<file path="src/rtl/stck_que_pkg.sv">
// Shared constants and the read-order mode type for the stack/queue store.
// The parameterised modules default to these values.
package stck_que_pkg;

   localparam int PKG_DATA_W = 8;
   localparam int PKG_DEPTH  = 256;
   localparam int PKG_PTR_W  = $clog2(PKG_DEPTH);

   typedef enum logic {
      STACK = 1'b0,
      QUEUE = 1'b1
   } mode_e;

endpackage

</file>
<file path="src/rtl/stck_que_if.sv">
// Command/peek bundle between a producer (master) and the stck_que store (slave).
interface stck_que_if
   import stck_que_pkg::*;
#(
   parameter int DATA_W = PKG_DATA_W
);

   logic [DATA_W-1:0] locIn;
   logic              push;
   logic              pop;
   logic              done;
   logic [DATA_W-1:0] locOut;
   logic              empStck;

   modport master (
      output locIn, push, pop, done,
      input  locOut, empStck
   );

   modport slave (
      input  locIn, push, pop, done,
      output locOut, empStck
   );

endinterface

</file>
<file path="src/rtl/stck_que_mem.sv">
// Register file with one synchronous write port and one asynchronous read port.
// The contents are deliberately left uninitialised at reset.
module stck_que_mem
   import stck_que_pkg::*;
#(
   parameter int DATA_W = PKG_DATA_W,
   parameter int DEPTH  = PKG_DEPTH,
   parameter int PTR_W  = $clog2(DEPTH)
) (
   input  logic              clk,
   input  logic              we,
   input  logic [PTR_W-1:0]  waddr,
   input  logic [DATA_W-1:0] wdata,
   input  logic [PTR_W-1:0]  raddr,
   output logic [DATA_W-1:0] rdata
);

   logic [DATA_W-1:0] mem [DEPTH];

   always_ff @(posedge clk) begin
      if (we) begin
         mem[waddr] <= wdata;
      end
   end

   assign rdata = mem[raddr];

endmodule

</file>
<file path="src/rtl/stck_que.sv">
// Location store that reads back newest-first (STACK) until a done pulse,
// then oldest-first (QUEUE) until reset. Pointers and count live here.
module stck_que
   import stck_que_pkg::*;
#(
   parameter int DATA_W = PKG_DATA_W,
   parameter int DEPTH  = PKG_DEPTH
) (
   input  logic                     clk,
   input  logic                     rst,
   stck_que_if.slave                bus,
   output mode_e                    dbg_mode,
   output logic [$clog2(DEPTH):0]   dbg_count
);

   localparam int PTR_W = $clog2(DEPTH);
   localparam logic [PTR_W-1:0] PTR_ONE = PTR_W'(1);
   localparam logic [PTR_W:0]   CNT_ONE = (PTR_W+1)'(1);
   localparam logic [PTR_W:0]   CNT_MAX = (PTR_W+1)'(DEPTH);

   // Command semantics: push/pop are single-cycle requests taken at the edge
   // where they are high. push is accepted unless full; pop is accepted when
   // not empty and push is low. locOut peeks the entry the next pop removes.

   mode_e             mode;
   logic [PTR_W-1:0]  top_ptr;
   logic [PTR_W-1:0]  bot_ptr;
   logic [PTR_W:0]    count;
   logic [PTR_W-1:0]  raddr;
   logic [DATA_W-1:0] rdata;
   logic              empty;
   logic              full;
   logic              do_push;
   logic              do_pop;
   logic              pop_fifo;

   assign empty    = (count == '0);
   assign full     = (count == CNT_MAX);
   assign do_push  = bus.push && !full;
   assign do_pop   = bus.pop && !bus.push && !empty;
   // A done arriving with a pop already selects oldest-first for that pop.
   assign pop_fifo = (mode == QUEUE) || bus.done;

   always_ff @(posedge clk) begin
      if (rst) begin
         mode    <= STACK;
         top_ptr <= '0;
         bot_ptr <= '0;
         count   <= '0;
      end else begin
         case (mode)
            STACK:   if (bus.done) mode <= QUEUE;
            QUEUE:   mode <= QUEUE;
            default: mode <= STACK;
         endcase

         if (do_push) begin
            top_ptr <= top_ptr + PTR_ONE;
            count   <= count + CNT_ONE;
         end else if (do_pop) begin
            count <= count - CNT_ONE;
            if (pop_fifo) begin
               bot_ptr <= bot_ptr + PTR_ONE;
            end else begin
               top_ptr <= top_ptr - PTR_ONE;
            end
         end
      end
   end

   assign raddr = (mode == QUEUE) ? bot_ptr : (top_ptr - PTR_ONE);

   stck_que_mem #(
      .DATA_W (DATA_W),
      .DEPTH  (DEPTH),
      .PTR_W  (PTR_W)
   ) u_mem (
      .clk   (clk),
      .we    (do_push),
      .waddr (top_ptr),
      .wdata (bus.locIn),
      .raddr (raddr),
      .rdata (rdata)
   );

   assign bus.locOut  = empty ? '0 : rdata;
   assign bus.empStck = empty;
   assign dbg_mode    = mode;
   assign dbg_count   = count;

endmodule

</file>
<file path="src/flat_wrapper.sv">
// flat-port wrapper written by rule: the top's interface ports become plain ports
module stck_que_flat import stck_que_pkg::*;
#(
   parameter int DATA_W = PKG_DATA_W,
   parameter int DEPTH  = PKG_DEPTH
)
  (clk, rst, dbg_mode, dbg_count, bus_locIn, bus_push, bus_pop, bus_done, bus_locOut, bus_empStck);
  stck_que_if #(.DATA_W(DATA_W)) bus_i ();
  input  logic clk;
  input  logic rst;
  output mode_e dbg_mode;
  output logic [$clog2(DEPTH):0] dbg_count;
  input wire logic [$bits(bus_i.locIn)-1:0] bus_locIn;
  input wire logic [$bits(bus_i.push)-1:0] bus_push;
  input wire logic [$bits(bus_i.pop)-1:0] bus_pop;
  input wire logic [$bits(bus_i.done)-1:0] bus_done;
  output wire logic [$bits(bus_i.locOut)-1:0] bus_locOut;
  output wire logic [$bits(bus_i.empStck)-1:0] bus_empStck;
  assign bus_i.locIn = bus_locIn;
  assign bus_i.push = bus_push;
  assign bus_i.pop = bus_pop;
  assign bus_i.done = bus_done;
  assign bus_locOut = bus_i.locOut;
  assign bus_empStck = bus_i.empStck;
  stck_que #(.DATA_W(DATA_W), .DEPTH(DEPTH)) u_core (.clk(clk), .rst(rst), .bus(bus_i), .dbg_mode(dbg_mode), .dbg_count(dbg_count));
endmodule
</file>
<file path="config.mk">
export PLATFORM = sky130hd
export DESIGN_NAME = stck_que_flat
export DESIGN_NICKNAME = d
export VERILOG_FILES = /design/src/rtl/stck_que_pkg.sv /design/src/rtl/stck_que_if.sv /design/src/rtl/stck_que_mem.sv /design/src/rtl/stck_que.sv /design/src/flat_wrapper.sv
export SDC_FILE = /design/constraint.sdc
export NUM_CORES = 2
export LEC_CHECK = 0
export ABC_CLOCK_PERIOD_IN_PS = 11300
export CAP_MARGIN = 20
export CELL_PAD_IN_SITES_DETAIL_PLACEMENT = 0
export CELL_PAD_IN_SITES_GLOBAL_PLACEMENT = 2
export CORE_MARGIN = 4
export CORE_UTILIZATION = 45
export DETAILED_ROUTE_END_ITERATION = 16
export GPL_ROUTABILITY_DRIVEN = 0
export GPL_TIMING_DRIVEN = 1
export HOLD_SLACK_MARGIN = 0.08
export PLACE_DENSITY = 0.77
export SLEW_MARGIN = 20
export SYNTH_ARGS = -nofsm -noshare
export SYNTH_HDL_FRONTEND = slang
export SYNTH_HIERARCHICAL = 1
export SYNTH_SLANG_ARGS = --single-unit
</file>
<file path="constraint.sdc">
create_clock -name clk -period 11.3 [get_ports clk]
set_input_delay 2.26 -clock clk [delete_from_list [all_inputs] [get_ports clk]]
set_output_delay 2.26 -clock clk [all_outputs]
set_load 0.005 [all_outputs]
</file>
==> results list <==
- Net count after synthesis: between 3000 and 4000
- Register-to-register setup slack: 7.53 ns
- Worst path bufs/invs: 2
- In the routed design, unresolved DRC markers number 0.
- Number of CTS-inserted buffers: ~210
* Yosys top cell area share: 75.76%
* Ratio of routed vias to standard cells: ~6.1
- Summed over all failing endpoints, the final setup total negative slack is 0 ns.
- Number of sinks driven by the clock tree: ~2100
* Synthesized flop and latch total: a little over 2000
- CTS tree: yes
- Fill count: 14120
- Worst hold path type: flop to flop
* Total number of nets in the final design: slightly above 4000
* Cell breakdown of the critical path: nor3_1 > nand2_1 > or3_1 > xor2_1 > o21ai_2 > nand2_1 > a21oi_1 > nor3_1 > nor4_1 > buf_4 > nor4_2 > nor2b_1 > clkdlybuf4s50_1
- Number of maximum-capacitance constraint violations: 0
- Final hold viol count: 0
- The final number of max-transition violations is 0.
- Clock tree root driver cell: sky130_fd_sc_hd__clkbuf_16
- The via count of the first global-routing pass was between 30000 and 40000.
* CTS clk-pin slew, worst paths: approximately 0.070 ns
* Crit path arrival time: 6.67 ns
* Final worst clock skew: 0.04970 ns
- CP Max Fanout: 16
- Measured slew at the worst slew-check pin: 1.175 ns
- Total power of the final layout: between 15 and 20 mW
- By area the synthesized netlist is led by sky130_fd_sc_hd__edfxtp_1 (76%), sky130_fd_sc_hd__mux4_2 (13%), sky130_fd_sc_hd__mux2i_1 (1.7%).
* Synthesis Warnings: 6
- Power spread over the standard cell area amounts to between 200 and 250 nW/µm².
* Final cycle utilization of the critical path: around four fifths
- Row generation in the floorplan step produced between 150 and 200 rows.
* Remaining number of nets flagged by the antenna check after routing: 0
* Pin count of the biggest net entering global routing: between 150 and 200
- IO Port Bufs: 31
* Final worst path period need: slightly below 9 ns
- Area of the die: about 190000 µm²
* Syn-to-layout area delta: 11.65%
- By count the netlist is led by sky130_fd_sc_hd__edfxtp_1 (2048), sky130_fd_sc_hd__mux4_2 (454), sky130_fd_sc_hd__nor2_1 (315).
- In the synthesized netlist the dominant register cell turns out to be sky130_fd_sc_hd__edfxtp_1.
- The routed layout has between 40000 and 50000 vias.
* CTS Hold Bufs: 0
* Number of detailed-routing iterations run before antenna repair: 5
- Average wire per cell in the routed design: about 31 µm
- Worst-case clock buffer depth: 3
- After synthesis, flip-flops and latches occupy 76.40% of the total area.
* Share of post-route cells with drive strength above 1: between 20% and 30%
- The most common cell in the synthesized netlist is sky130_fd_sc_hd__edfxtp_1.
* Die outline height: around 430 µm
* Outcome: finished clean
* Yosys cell types: between 70 and 80
* Post-synthesis cell type with the largest combined area: sky130_fd_sc_hd__edfxtp_1
* Maximum clock frequency: 112.0 MHz
- For this run the aggregate overflow at the end of global routing stands at 0.
- Fraction of registers with async set/reset: 0%
- Required time at the endpoint of the critical path: roughly 9 ns
- Maximum level of the CTS H-tree: 4
- Post-CTS timing repair inserted 0 buffers for setup.
- Nature of the critical path endpoint: output port
* Number of enable flip-flop cells after synthesis: 2048
* Cells resized by post-CTS repair: 0
- The region available for standard cell placement spans approximately 180000 µm².
- During I/O placement, the number of pins put on the boundary was 32.
- The first global-routing pass estimated ~300 mm of wire.
* Worst slew slack as a fraction of its limit: approximately a fifth
- Synthesis produced a netlist whose cell count is 3946.
- Setup violations remaining at the end of the flow were counted as 0.
* Mean Syn Cell Area: about 21 µm²
- Summed over all nets, the half-perimeter wirelength after detailed placement is roughly 120 mm.
- Across the VDD grid, the largest voltage drop is approximately 0.15 mV.
- Antenna violations before repair: 9
* Global-route usage over all layers: between 20% and 30%
- Die extent in x: around 430 µm
- The synthesized netlist occupies a cell area of 81180 µm².
* Delay of the slowest critical-path stage: 0.93 ns
- First DRT Iteration DRCs: roughly 5400
- Setup repair after global routing left no endpoint under its margin.
- Cell with the largest stage delay on the worst path: sky130_fd_sc_hd__nor4_1
* Wire length after detailed routing: slightly above 200 mm
- STA classifies the critical path startpoint as a flop.
- Cell type group with the largest total delay on the critical path: simple AND/OR/NAND/NOR gates
- Setup CP Type: flop to output port
* Minimum hold slack: between 0.4 and 0.5 ns
- Effective utilization at floorplan: 45.35%
* Static power due to leakage: 27.74 nW
- Worst skew pair latency: between 0.8 and 0.9 ns
## report_power, final
group / internal [mW] / total [mW] / switching [mW]
Clock: 3.76 / 6.66 / 2.90
Sequential: 8.49 / 8.52 / 0.0306
Combinational: 1.35 / 3.61 / 2.26
## per-layer routing
layer,GRT usage (%),share of wire [%]
met2,34.24,47
met4,7.016,3.2
met1,31.89,41
met5,0,0
met3,3.916,8.0
## kinds of logic (layout without fill, tap and decap cells)
logic type      Yosys count  count (layout)  synth area share [%]
fa+ha+maj                11              11                0.1788
flops                  2074            2074                 76.40
simple gates            561             561                 3.189
other cells               0               2                     0
mux                     595             595                 14.38
buf+inv                 252             506                 1.908
xor+xnor                 20              20                0.2158
compound gates          433             433                 3.730
## sequential cells by signal (all words and copies together) (netlist names)
signal and cells:
u_core/bot_ptr 8, u_core/dbg_count 9, u_core/dbg_mode 1, u_core/top_ptr 8, u_core/u_mem/mem 2048
## final timing paths
check,from,endpoint,cells after the start
setup / recovery,u_core/top_ptr[0],bus_locOut[7],13
hold / removal,u_core/dbg_count[3],u_core/dbg_count[3],2
setup reg to reg,u_core/top_ptr[3],u_core/u_mem/mem[72][0],3
hold reg to reg,u_core/dbg_count[3],u_core/dbg_count[3],2
## cell usage in the layout (no fill, tap or decap), types with 11 or more instances in the layout
cell and count:
sky130_fd_sc_hd__nor2_1 312, sky130_fd_sc_hd__nor4_2 15, sky130_fd_sc_hd__o21ai_0 21, sky130_fd_sc_hd__o221ai_1 46
sky130_fd_sc_hd__nand2_1 51, sky130_fd_sc_hd__buf_4 56, sky130_fd_sc_hd__clkbuf_1 49, sky130_fd_sc_hd__nor3_1 28
sky130_fd_sc_hd__nor4_1 13, sky130_fd_sc_hd__dfxtp_1 26, sky130_fd_sc_hd__nand3_1 36, sky130_fd_sc_hd__clkdlybuf4s50_1 23
sky130_fd_sc_hd__clkbuf_16 211, sky130_fd_sc_hd__nor2b_1 38, sky130_fd_sc_hd__edfxtp_1 2048, sky130_fd_sc_hd__mux2i_1 135
sky130_fd_sc_hd__a211oi_1 21, sky130_fd_sc_hd__mux4_2 454, sky130_fd_sc_hd__bufinv_16 13, sky130_fd_sc_hd__o211ai_1 11
sky130_fd_sc_hd__clkinv_2 35, sky130_fd_sc_hd__a22oi_1 134, sky130_fd_sc_hd__xnor2_1 13, sky130_fd_sc_hd__a21oi_1 107
sky130_fd_sc_hd__clkinv_1 45, sky130_fd_sc_hd__a221oi_1 13, sky130_fd_sc_hd__o22ai_1 28, sky130_fd_sc_hd__buf_12 11
sky130_fd_sc_hd__clkinvlp_4 12
## worst register-to-register path, cell delays in order (launching register included)
cell                      delay [ns]
sky130_fd_sc_hd__dfxtp_1        0.66
sky130_fd_sc_hd__nor2b_1        0.59
sky130_fd_sc_hd__nand3_2        1.00
sky130_fd_sc_hd__nor2_1         1.15
## per-stage QoR
| stage | cell area, µm² | worst slack [ns] | utilization, % | std cells |
|---|---|---|---|---|
| 2_1_floorplan | 81180 | 5.962 | - | 3946 |
| 3_3_place_gp | 83810 | 2.830 | 46.82 | 6160 |
| 4_1_cts | 90510 | 2.293 | 50.56 | 6551 |
| 6_report | 90630 | 2.374 | 50.63 | 6557 |
| 5_1_grt | 90630 | 2.091 | 50.63 | 6555 |
| 3_5_place_dp | 83860 | 3.178 | 46.85 | 6162 |
## cell type report
class                           instances  area [µm²]  area share (%)
Timing Repair Buffer                  105        1122           1.238
Clock buffer                          263        5505           6.074
Clock inverter                        126        1141           1.259
Sequential cell                      2074       62020           68.43
Multi-Input combinational cell       1620       17840           19.69
Antenna cell                            2       5.005        0.005522
Tap cell                             2355        2947           3.251
Inverter                               12       50.05         0.05522
Note: power is estimated with default switching activity, not from simulation.
